File: src/rtl/register_file.sv
// Multi-register file: one synchronous write port, two combinational read ports,
// sequential clear sweep, optional hardwired zero register. Optional build macro: REGFILE_BYPASS_EN.
module register_file #(
  parameter  int WIDTH    = 8,
  parameter  int DEPTH    = 8,
  parameter  int ZERO_REG = 0,
  localparam int ADDR_W   = $clog2(DEPTH)
) (
  input  logic              clk,
  input  logic              reset,
  input  logic              we,
  input  logic [ADDR_W-1:0] waddr,
  input  logic [WIDTH-1:0]  wdata,
  input  logic [ADDR_W-1:0] raddr_a,
  output logic [WIDTH-1:0]  rdata_a,
  input  logic [ADDR_W-1:0] raddr_b,
  output logic [WIDTH-1:0]  rdata_b,
  input  logic              clr_req,
  output logic              busy,
  output logic              wr_drop
);

  typedef enum logic {IDLE, SWEEP} state_t;

  localparam logic [ADDR_W:0]   DEPTH_C = (ADDR_W+1)'(DEPTH);
  localparam logic [ADDR_W-1:0] LAST_C  = ADDR_W'(DEPTH - 1);

  state_t             state_q, state_d;
  logic [ADDR_W-1:0]  idx_q, idx_d;
  logic               wr_drop_q, wr_drop_d;
  logic [WIDTH-1:0]   regs_q [DEPTH];
  logic [WIDTH-1:0]   regs_d [DEPTH];

  // An address is usable if it names a real register that is not hardwired to zero.
  function automatic logic usable(input logic [ADDR_W-1:0] a);
    return ({1'b0, a} < DEPTH_C) && !((ZERO_REG != 0) && (a == '0));
  endfunction

  always_comb begin
    state_d   = state_q;
    idx_d     = idx_q;
    wr_drop_d = 1'b0;
    regs_d    = regs_q;
    case (state_q)
      IDLE: begin
        if (clr_req) begin
          state_d   = SWEEP;
          idx_d     = '0;
          wr_drop_d = we;
        end else if (we && usable(waddr)) begin
          regs_d[waddr] = wdata;
        end
      end
      SWEEP: begin
        regs_d[idx_q] = '0;
        wr_drop_d     = we;
        if (idx_q == LAST_C) begin
          state_d = IDLE;
          idx_d   = '0;
        end else begin
          idx_d = idx_q + ADDR_W'(1);
        end
      end
      default: state_d = IDLE;
    endcase
  end

  always_ff @(posedge clk) begin
    if (!reset) begin
      state_q   <= IDLE;
      idx_q     <= '0;
      wr_drop_q <= 1'b0;
      for (int i = 0; i < DEPTH; i++) regs_q[i] <= '0;
    end else begin
      state_q   <= state_d;
      idx_q     <= idx_d;
      wr_drop_q <= wr_drop_d;
      regs_q    <= regs_d;
    end
  end

  logic [WIDTH-1:0] stored_a, stored_b;

  always_comb begin
    stored_a = usable(raddr_a) ? regs_q[raddr_a] : '0;
    stored_b = usable(raddr_b) ? regs_q[raddr_b] : '0;
  end

`ifdef REGFILE_BYPASS_EN
  // Forward the in-flight write to a matching read port in the same cycle.
  logic wr_live;
  assign wr_live = we && (state_q == IDLE) && !clr_req && usable(waddr);
  assign rdata_a = (wr_live && (waddr == raddr_a)) ? wdata : stored_a;
  assign rdata_b = (wr_live && (waddr == raddr_b)) ? wdata : stored_b;
`else
  assign rdata_a = stored_a;
  assign rdata_b = stored_b;
`endif

  assign busy    = (state_q == SWEEP);
  assign wr_drop = wr_drop_q;

endmodule

File: config.mk
export PLATFORM = sky130hd
export DESIGN_NAME = register_file
export DESIGN_NICKNAME = d
export VERILOG_FILES = /design/src/rtl/register_file.sv
export SDC_FILE = /design/constraint.sdc
export NUM_CORES = 1
export LEC_CHECK = 0
export BUFFER_PORTS_ARGS = -buffer_cell sky130_fd_sc_hd__buf_2
export CAP_MARGIN = 30
export CORE_MARGIN = 4
export CORE_UTILIZATION = 52
export DETAILED_ROUTE_END_ITERATION = 8
export GPL_ROUTABILITY_DRIVEN = 1
export GPL_TIMING_DRIVEN = 1
export PLACE_DENSITY = 0.72
export SETUP_SLACK_MARGIN = 0.02
export SLEW_MARGIN = 10
export SYNTH_ARGS = -nofsm -noshare
export SYNTH_HDL_FRONTEND = slang
export SYNTH_SLANG_ARGS = --single-unit
File: constraint.sdc
create_clock -name clk -period 4.6 [get_ports clk]
set_input_delay 0.92 -clock clk [delete_from_list [all_inputs] [get_ports clk]]
set_output_delay 0.92 -clock clk [all_outputs]
set_load 0.02 [all_outputs]
* Word-level counts from Yosys, hierarchy flattened
Index checks and enable logic that the tools add are counted.
** Operators by class
- Add/sub/neg operators :: 1
- Magnitude comparators :: 6
- Equality and inequality tests :: 4
- Mux-type cells :: 22
- Bitwise gates (word level) :: 7
- Reductions and logical operators :: 3
** Operator list (count)
- two-way mux 64 bit :: 2
- one-hot mux 64 bit (2 select lines) :: 1
- bitwise AND 64 bit :: 1
- bitwise mux 64 bit :: 1
- NOT 64 bit :: 1
- binary-select mux 8 bit (select 3 bit) :: 2
- demux 8 bit (select 3 bit) :: 2
- two-way mux 8 bit :: 6
- greater-or-equal comparator 4 bit (second input constant) :: 4
- NOT 3 -> 4 bit :: 4
- less-than comparator 4 x 1 -> 1 bit (second input constant) :: 2
- two-way mux 3 bit :: 2
- inequality test 2 bit (second input constant) :: 3
- one-hot mux 3 bit (2 select lines) :: 1
- one-hot mux 1 bit (2 select lines) :: 2
- adder 3 x 1 -> 3 bit (second input constant) :: 1
- == test 3 bit (second input constant) :: 1
- two-way mux 1 bit :: 3
- logical AND 1 bit :: 2
- AND reduction 2 bit :: 1
- NOT 1 bit :: 1
** Word-level totals
- Flip-flop bits (word level) :: 69
- Input port bits :: 21
- Output and inout port bits :: 18
- Logic and storage cells :: 54

* Logic depth before layout (Yosys ltp)
Gate-level depths: netlist of run 1.
- Depth after elaboration :: 9
- Mapped depth :: 5

* Least setup slack after synthesis of run 1
No wires, ideal clock.
- Path kind :: in2out
- From :: in raddr_a[0]
- To :: out rdata_a[1]
- Arrival time :: 2.116 ns
- Path slack :: 1.564 ns
- Cell stages on the path :: 4
- Buffers on the path :: 2
- Cell sequence :: buf_4 buf_4 mux4_2 mux2_2
** Between the ends
- Cells in the longest elaborated chain, start to end :: 4
** Ends and longest elaborated chain
- from (decl) :: RTL line 14 : input logic [ADDR_W-1:0] raddr_a,
- NOT 3 -> 4 bit (not written as such) :: RTL line 85 : stored_a = usable(raddr_a) ? regs_q[raddr_a] : '0;
- binary-select mux 8 bit (select 3 bit) :: RTL line 85
- two-way mux 8 bit (not written as such) (2 in series) :: RTL line 85
- to (decl) :: RTL line 15 : output logic [WIDTH-1:0] rdata_a,
Every way passes these cells. The select of a mux whose other input is x is not followed.

* Worst setup path after layout of run 1
- From :: in raddr_b[0]
- To :: out rdata_b[1]
** Between the ends
- Cells in the longest elaborated chain, start to end :: 4
** Ends and longest elaborated chain
- from (decl) :: RTL line 16 : input logic [ADDR_W-1:0] raddr_b,
- NOT 3 -> 4 bit (not written as such) :: RTL line 86 : stored_b = usable(raddr_b) ? regs_q[raddr_b] : '0;
- binary-select mux 8 bit (select 3 bit) :: RTL line 86
- two-way mux 8 bit (not written as such) (2 in series) :: RTL line 86
- to (decl) :: RTL line 17 : output logic [WIDTH-1:0] rdata_b,
Every way passes these cells. The select of a mux whose other input is x is not followed.

==> results.json, run 1 <==
{
  "power.density_nw_per_um2": 299,
  "drt-initial-drc-count": 303,
  "core_area_um2": 6870,
  "power.internal_uw": 923,
  "synthFlopType": "dfxtp_1",
  "drive_gt1_share_pct": 31.7,
  "rows": 30,
  "clkTransAtPathRegs_ns": 0.07,
  "met2_usage_pct": 39.4,
  "synth_cell_types": 30,
  "rr_startpoint": "busy",
  "fin_nets": 366,
  "critPathCaptureType": "output port",
  "post_cts_buffers": 0,
  "wl_per_cell_um": 22.6,
  "r2r_cells": 3,
  "dieArea_um2": 8540,
  "cap_violations": 0,
  "outcome": "completed",
  "firstDrtPassIters": 5,
  "route.vias.total": 2878,
  "whs_ns": 0.489,
  "cp_top_family": "multiplexers",
  "antenna_found_initial": 0,
  "die_x_um": 92.4,
  "grt_max_degree": 40,
  "dpl.hpwl_um": 6520,
  "port_buffers": 38,
  "clock_tree.root_cell": "clkbuf_8",
  "hold_viol": 0,
  "initial_core_util_pct": 53.9,
  "synth_cells": 325,
  "p_seq_share_pct": 50.2,
  "worst_slew_margin_rel_pct": 52.7,
  "viasPerCell": 6.50,
  "syn_to_final_growth_pct": 10.2,
  "min-delay-start": "regs_q[3]",
  "clock_path_buffers": 2,
  "timing.setup.tns_ns": 0,
  "grt_pass1_wl_um": 16000,
  "fin_cells": 443,
  "fmax_ghz": 0.299,
  "synth_nets": 348,
  "ys_seq_area_share_pct": 37.3,
  "worstSetupPathType": "input port to output port",
  "wl_um": 10000,
  "ios": 39,
  "ant_nets": 0,
  "numCtsBuffers": 9,
  "cts_max_level": 3,
  "critical_path_arrival_ns": 2.42,
  "final.min_clock_period_ns": 3.34,
  "globalRouteOverflowTotal": 0,
  "diodes": 0,
  "globalplace.congestion": 0.809,
  "hold_buffers": 0,
  "busiest_layer": "met2",
  "worst_pin_slew_ns": 0.709,
  "ir_drop_mv": 0.203,
  "combPwrFrac_pct": 8.7,
  "min_path_type": "flop to flop",
  "p_leak_uw": 0.00175,
  "use_met1_pct": 32.5,
  "yosys_warnings": 0,
  "postSynthAreaPerCell_um2": 11.4,
  "clock_power_share_pct": 41.0,
  "pre_cts_ws_ns": 1.24,
  "rrSetupSlack_ns": 2.65,
  "crit_fanout": 16,
  "ys_seq_elements": 69,
  "p_total_uw": 1220,
  "hold_path_depth": 2,
  "swShare_pct": 24.4,
  "crit_buf_inv": 2,
  "p_sw_uw": 299,
  "drc_errors": 0,
  "synth_area_um2": 3700,
  "grt_use_total_pct": 24.4,
  "critical_path.cell_chain": "buf_2 -> mux4_2 -> mux2_2 -> buf_2",
  "numClockSinks": 69,
  "fin_crit_sh_pct": 72.7,
  "ctsResizeCount": 0,
  "clk_latency_ns": 0.35,
  "synthArstFlopShare_pct": 0,
  "startpoint_type": "input port",
  "fin_skew_ns": 0.00911,
  "drv_slew": 0,
  "setup_viol": 0,
  "die_y_um": 92.4,
  "path_common_cell": "buf_2",
  "rsz0062_at_grt": "false",
  "cts_tree": "built",
  "place_inst": 428,
  "reg2reg_to": "regs_q[10]",
  "worstPathRequired_ns": 3.68,
  "use_met3_pct": 4.79,
  "cpPeakStageDelay_ns": 0.59,
  "hold_path_end": "regs_q[3]",
  "grt_pass1_vias": 2785,
  "setup_ws_ns": 1.26,
  "synth-edff-count": 0,
  "cpMaxStageDelayCell": "mux4_2"
}
-- stage by stage --
step | area [µm²] | utilization, %
2_1_floorplan | 3700 | -
3_3_place_gp | 3890 | 56.6
3_5_place_dp | 3890 | 56.6
4_1_cts | 4080 | 59.4
5_1_grt | 4080 | 59.4
6_report | 4080 | 59.4
-- synthesized netlist by cell type (4+ instances only) --
cell type	count	share of area, %
nand3_1	57	7.7
mux2i_1	56	15
buf_1	6	0.61
mux2_2	16	4.9
buf_2	7	0.95
buf_4	4	0.81
nor2b_1	4	0.68
a31o_2	7	1.7
nor3b_1	4	0.81
dfxtp_1	69	37
mux4_2	32	19
nand2_1	10	1.0
nor3_1	9	1.2
clkbuf_1	16	1.6
a21oi_1	4	0.54
-- cell families after synthesis --
| logic type | Yosys count | share of synthesized area [%] |
|---|---|---|
| AO/OA/AOI/OAI | 13 | 2.57 |
| multiplexers | 104 | 39.4 |
| adder cells (fa/ha/maj) | 2 | 0.675 |
| buffers and inverters | 34 | 4.09 |
| AND/OR/NAND/NOR | 103 | 15.9 |
| flip-flops | 69 | 37.3 |
-- cell usage in the layout, fill, tap and decap left out, drive strengths merged --
cell type | Yosys | final
a21oi | 4 | 4
a31o | 8 | 8
and4b | 1 | 1
buf | 17 | 40
bufinv | 0 | 1
clkbuf | 16 | 14
dfxtp | 69 | 69
ha | 2 | 2
inv | 1 | 1
mux2 | 16 | 16
mux2i | 56 | 56
mux4 | 32 | 32
nand2 | 10 | 10
nand2b | 2 | 2
nand3 | 57 | 57
nand3b | 1 | 1
nand4 | 1 | 1
nand4b | 3 | 3
nand4bb | 2 | 2
nor2 | 3 | 3
nor2b | 4 | 4
nor3 | 9 | 9
nor3b | 5 | 5
nor4bb | 2 | 2
o21ai | 1 | 1
or3 | 1 | 1
or4b | 2 | 2
-- flip-flops by register name (all words and copies together) (netlist names) --
register and flops:
wr_drop 1, regs_q 64, idx_q 3, busy 1
-- worst max-delay path by stage --
stage | start | endpoint | slack [ns] | depth (start not counted)
3_3_place_gp | raddr_b[0] | rdata_b[7] | 1.26 | 4
2_1_floorplan | raddr_a[0] | rdata_a[1] | 1.56 | 4
4_1_cts | raddr_a[0] | rdata_a[4] | 1.24 | 4
6_report | raddr_b[0] | rdata_b[1] | 1.26 | 4
3_5_place_dp | raddr_a[0] | rdata_a[7] | 1.24 | 4
5_1_grt | raddr_a[0] | rdata_a[4] | 1.17 | 4
-- power groups by stage --
stage,Sequential [µW],Clock [µW],Combinational (µW)
after global placement,627,0,104
final,614,501,107
after global routing,615,536,114
after detailed placement,627,0,106
after floorplan,624,0,78.8
after CTS,614,505,106
-- worst register-to-register path: cells and delay by family, from the launching register on --
| kind | cells | cell delay (ns) |
|---|---|---|
| and+or+nand+nor | 2 | 1.13 |
| muxes | 1 | 0.21 |
| DFF | 1 | 0.48 |
-- per-layer routing --
metal / wire (µm) / vias up
met3: 837 / 16
met2: 4860 / 162
met4: 163 / 0
li1: - / 1276
met5: 0 / -
met1: 4140 / 1424
-- final cells by class --
type / count / area [µm²]
well taps: 96 / 120
fillers: 563 / 2790
multi-input cells: 222 / 2180
clock buffers: 14 / 163
repair buffers: 40 / 205
flip-flops and latches: 69 / 1380
clock inverters: 1 / 30.0
inverters: 1 / 3.75
Power figures use the tool's default switching activity.
==> inputs of run 2 (changes only) <==
- clock period: 4.6 -> 3.33 ns (I/O delays scaled with it)
==> results.json, run 2 (synthesis results as in run 1) <==
{
  "outcome": "completed",
  "hold_viol": 0,
  "diodes": 0,
  "final.min_clock_period_ns": 2.85,
  "firstDrtPassIters": 6,
  "grt_pass1_wl_um": 15500,
  "clkTransAtPathRegs_ns": 0.07,
  "final_cell_mix": "dfxtp_1, nand3_1, mux2i_1",
  "globalplace.congestion": 0.810,
  "min_path_type": "flop to flop",
  "numCtsBuffers": 9,
  "worstSetupPathType": "input port to output port",
  "drc_errors": 0,
  "grt_max_degree": 37,
  "die_x_um": 92.4,
  "swShare_pct": 24.6,
  "place_inst": 429,
  "clk_latency_ns": 0.35,
  "power.internal_uw": 1280,
  "ir_drop_mv": 0.289,
  "cts_max_level": 3,
  "grt_use_total_pct": 23.9,
  "drv_slew": 0,
  "route.vias.total": 2910,
  "p_sw_uw": 416,
  "die_y_um": 92.4,
  "setup_viol": 0,
  "clock_tree.root_cell": "clkbuf_8",
  "fmax_ghz": 0.351,
  "clock_power_share_pct": 41.1,
  "cap_violations": 0,
  "viasPerCell": 6.55,
  "grt_pass1_vias": 2823,
  "antenna_found_initial": 0,
  "core_area_um2": 6870,
  "fin_nets": 367,
  "drt-initial-drc-count": 156,
  "largest-register": "regs_q",
  "largest_reg_flops": 64,
  "dpl.hpwl_um": 6580,
  "rows": 30,
  "critical_path_arrival_ns": 2.18,
  "fin_skew_ns": 0.0102,
  "drive_gt1_share_pct": 31.9,
  "timing.setup.tns_ns": 0,
  "post-route-util_pct": 59.5,
  "p_seq_share_pct": 50.1,
  "reg_top3": "regs_q: 64 flops, idx_q: 3 flops",
  "critPathCaptureType": "output port",
  "p_total_uw": 1690,
  "ctsResizeCount": 0,
  "layout_commonest_cell": "dfxtp_1",
  "cts_tree": "built",
  "crit_fanout": 16,
  "initial_core_util_pct": 53.9,
  "rsz0062_at_grt": "false",
  "combPwrFrac_pct": 8.8,
  "worst_slew_margin_rel_pct": 52.7,
  "fin_cells": 444,
  "port_buffers": 38,
  "ant_nets": 0,
  "numClockSinks": 69,
  "wl_um": 9910,
  "power.density_nw_per_um2": 414,
  "globalRouteOverflowTotal": 0,
  "wl_per_cell_um": 22.3,
  "fin_crit_sh_pct": 85.5,
  "worstPathRequired_ns": 2.66,
  "ios": 39,
  "hold_buffers": 0,
  "worst_pin_slew_ns": 0.708,
  "syn_to_final_growth_pct": 10.4,
  "p_leak_uw": 0.00175,
  "startpoint_type": "input port",
  "post_cts_buffers": 0,
  "clock_path_buffers": 2,
  "dieArea_um2": 8540
}
run 2: stage by stage:
step                      area [µm²]  setup slack, ns  hold WS (ns)
final                           4090            0.481         0.491
after global routing            4090            0.413         0.511
after CTS                       4090            0.478         0.491
after detailed placement        3900            0.480         0.481
after global placement          3900            0.494         0.464
after floorplan                 3700            0.802         0.453
run 2: worst max-delay path, stage by stage:
cell	delay [ns]
buf_2	0.46
mux4_2	0.59
mux2_2	0.28
buf_2	0.16
run 2: per-layer routing:
metal	global-route usage [%]	part of all wire, %	up-vias
met2	36.5	47	145
met5	0	0	-
met4	10.1	1.6	0
li1	-	-	1279
met1	32.3	42	1466
met3	6.17	9.3	20
run 2: power by group through the flow:
stage,clock (µW),sequential (µW),combinational [µW]
4_1_cts,694,848,148
3_5_place_dp,0,867,148
3_3_place_gp,0,866,145
5_1_grt,728,849,159
2_1_floorplan,0,862,109
6_report,695,848,148
run 2: worst paths after layout:
| kind | startpoint | end | slack, ns | cells past startpoint |
|---|---|---|---|---|
| worst max-delay path | raddr_b[0] | rdata_b[7] | 0.48 | 4 |
| worst min-delay path | regs_q[35] | regs_q[35] | 0.49 | 2 |
| worst max register to register | busy | regs_q[13] | 1.38 | 3 |
| worst min register to register | regs_q[35] | regs_q[35] | 0.49 | 2 |
run 2: cell type report:
type | count | area, µm²
Inverter | 1 | 3.75
Clock buffer | 14 | 163
Multi-Input combinational cell | 222 | 2180
Tap cell | 96 | 120
Fill cell | 602 | 2780
Clock inverter | 1 | 30.0
Timing Repair Buffer | 41 | 213
Sequential cell | 69 | 1380
==> inputs of run 3 (changes only) <==
- clock period: 3.33 -> 3.65 ns (I/O delays scaled with it)
==> results.json, run 3 (synthesis results as in run 1) <==
{
  "syn_to_final_growth_pct": 11.0,
  "p_sw_uw": 384,
  "power.density_nw_per_um2": 393,
  "combPwrFrac_pct": 8.3,
  "cpMaxStageDelayCell": "mux4_2",
  "ant_nets": 0,
  "worst_slew_margin_rel_pct": 51.1,
  "rsz0062_at_grt": "false",
  "clock_power_share_pct": 43.8,
  "core_area_um2": 6870,
  "clk_latency_ns": 0.35,
  "drc_errors": 0,
  "viasPerCell": 6.56,
  "dieArea_um2": 8540,
  "timing.setup.tns_ns": 0,
  "fin_nets": 366,
  "wl_um": 9930,
  "largest-register": "regs_q",
  "fin_skew_ns": 0.0110,
  "p_leak_uw": 0.00177,
  "p_total_uw": 1620,
  "final_cell_mix": "dfxtp_1, nand3_1, mux2i_1",
  "rows": 30,
  "cap_violations": 0,
  "wl_per_cell_um": 22.4,
  "grt_use_total_pct": 24.1,
  "antenna_found_initial": 0,
  "grt_max_degree": 37,
  "fmax_ghz": 0.338,
  "post_cts_buffers": 0,
  "ctsResizeCount": 0,
  "wl_met1_um": 4230,
  "rrSetupSlack_ns": 1.67,
  "clock_path_buffers": 2,
  "ff_latch_area_um2": 1380,
  "worstSetupPathType": "input port to output port",
  "port_buffers": 38,
  "numClockSinks": 69,
  "grt_pass1_wl_um": 15400,
  "met3_length_um": 825,
  "final.min_clock_period_ns": 2.96,
  "route.vias.total": 2912,
  "hold_path_end": "regs_q[32]",
  "dr.max_layer_used": "met4",
  "worstPathRequired_ns": 2.92,
  "setup_viol": 0,
  "numCtsBuffers": 9,
  "fill_cells": 586,
  "globalplace.congestion": 0.806,
  "rr_startpoint": "busy",
  "wl_met2_um": 4580,
  "reg2reg_to": "regs_q[12]",
  "cp_top_family": "multiplexers",
  "min-delay-start": "regs_q[32]",
  "crit_fanout": 16,
  "grt_pass1_vias": 2800,
  "worst_pin_slew_ns": 0.732,
  "critPathCaptureType": "output port",
  "clock_tree.root_cell": "clkbuf_8",
  "hold_viol": 0,
  "critical_path_arrival_ns": 2.23,
  "diodes": 0,
  "drv_slew": 0,
  "largest_reg_flops": 64,
  "reg_top3": "regs_q: 64 flops, idx_q: 3 flops",
  "path_common_cell": "buf_2",
  "cpPeakStageDelay_ns": 0.59,
  "ir_drop_mv": 0.218,
  "clkTransAtPathRegs_ns": 0.07,
  "swShare_pct": 23.7,
  "power.internal_uw": 1230,
  "layout_commonest_cell": "dfxtp_1",
  "startpoint_type": "input port",
  "hold_path_depth": 2,
  "die_x_um": 92.4,
  "crit_buf_inv": 2,
  "p_seq_share_pct": 47.9,
  "r2r_cells": 3,
  "drt-initial-drc-count": 207,
  "dpl.hpwl_um": 6560,
  "cts_tree": "built",
  "outcome": "completed",
  "multi_input_area_um2": 2180,
  "critical_path.cell_chain": "buf_2 -> mux4_2 -> mux2_2 -> buf_2",
  "fin_crit_sh_pct": 81.0,
  "whs_ns": 0.487,
  "post-route-util_pct": 59.9,
  "globalRouteOverflowTotal": 0,
  "die_y_um": 92.4,
  "ios": 39,
  "min_path_type": "flop to flop",
  "cts_max_level": 3,
  "drive_gt1_share_pct": 32.5,
  "hold_buffers": 0,
  "firstDrtPassIters": 4,
  "initial_core_util_pct": 53.9
}
run 3: cell types whose count changed in the layout (fill, tap and decap cells not counted), sizes merged:
cell	change
clkbuf	-2
buf	-1
bufinv	+1
clkinv	+2
run 3: how the worst max path moves through the flow:
stage               startpoint  slack [ns]          to  cells past startpoint
finish              raddr_a[0]        0.69  rdata_a[4]                      4
global route        raddr_a[0]        0.60  rdata_a[7]                      4
CTS                 raddr_a[0]        0.67  rdata_a[7]                      4
detailed placement  raddr_a[0]        0.67  rdata_a[7]                      4
global placement    raddr_b[0]        0.69  rdata_b[7]                      4
floorplan           raddr_a[0]        0.99  rdata_a[1]                      4
run 3: cell type report:
| type | count | share of cell area [%] |
|---|---|---|
| multi-input combinational | 222 | 53.0 |
| clock buffer | 12 | 3.77 |
| tap | 96 | 2.92 |
| sequential | 69 | 33.6 |
| timing repair buffer | 40 | 4.99 |
| clock inverter | 4 | 1.70 |
| inverter | 1 | 0.0912 |
run 3: metal layers:
metal / up-vias / GRT usage (%)
met5: - / 0
met1: 1455 / 31.6
li1: 1281 / -
met2: 148 / 37.3
met3: 28 / 7.07
met4: 0 / 9.78
run 3: worst min-delay path: cells and delay by family (launching register included):
family,cells,cell delay (ns)
flip-flops,1,0.32
multiplexers,1,0.05
AND/OR/NAND/NOR,1,0.06
run 3: power groups by stage:
stage	clock, µW	sequential (µW)	combinational [µW]
finish	708	774	135
global route	747	775	144
CTS	717	773	133
detailed placement	0	791	133
global placement	0	790	132
floorplan	0	786	99.3
run 3: per-stage QoR:
step / instance area, µm² / cells / worst slack (ns)
floorplan: 3700 / 325 / 0.994
global placement: 3890 / 428 / 0.688
detailed placement: 3890 / 428 / 0.667
CTS: 4110 / 444 / 0.666
global route: 4110 / 444 / 0.604
finish: 4110 / 444 / 0.694
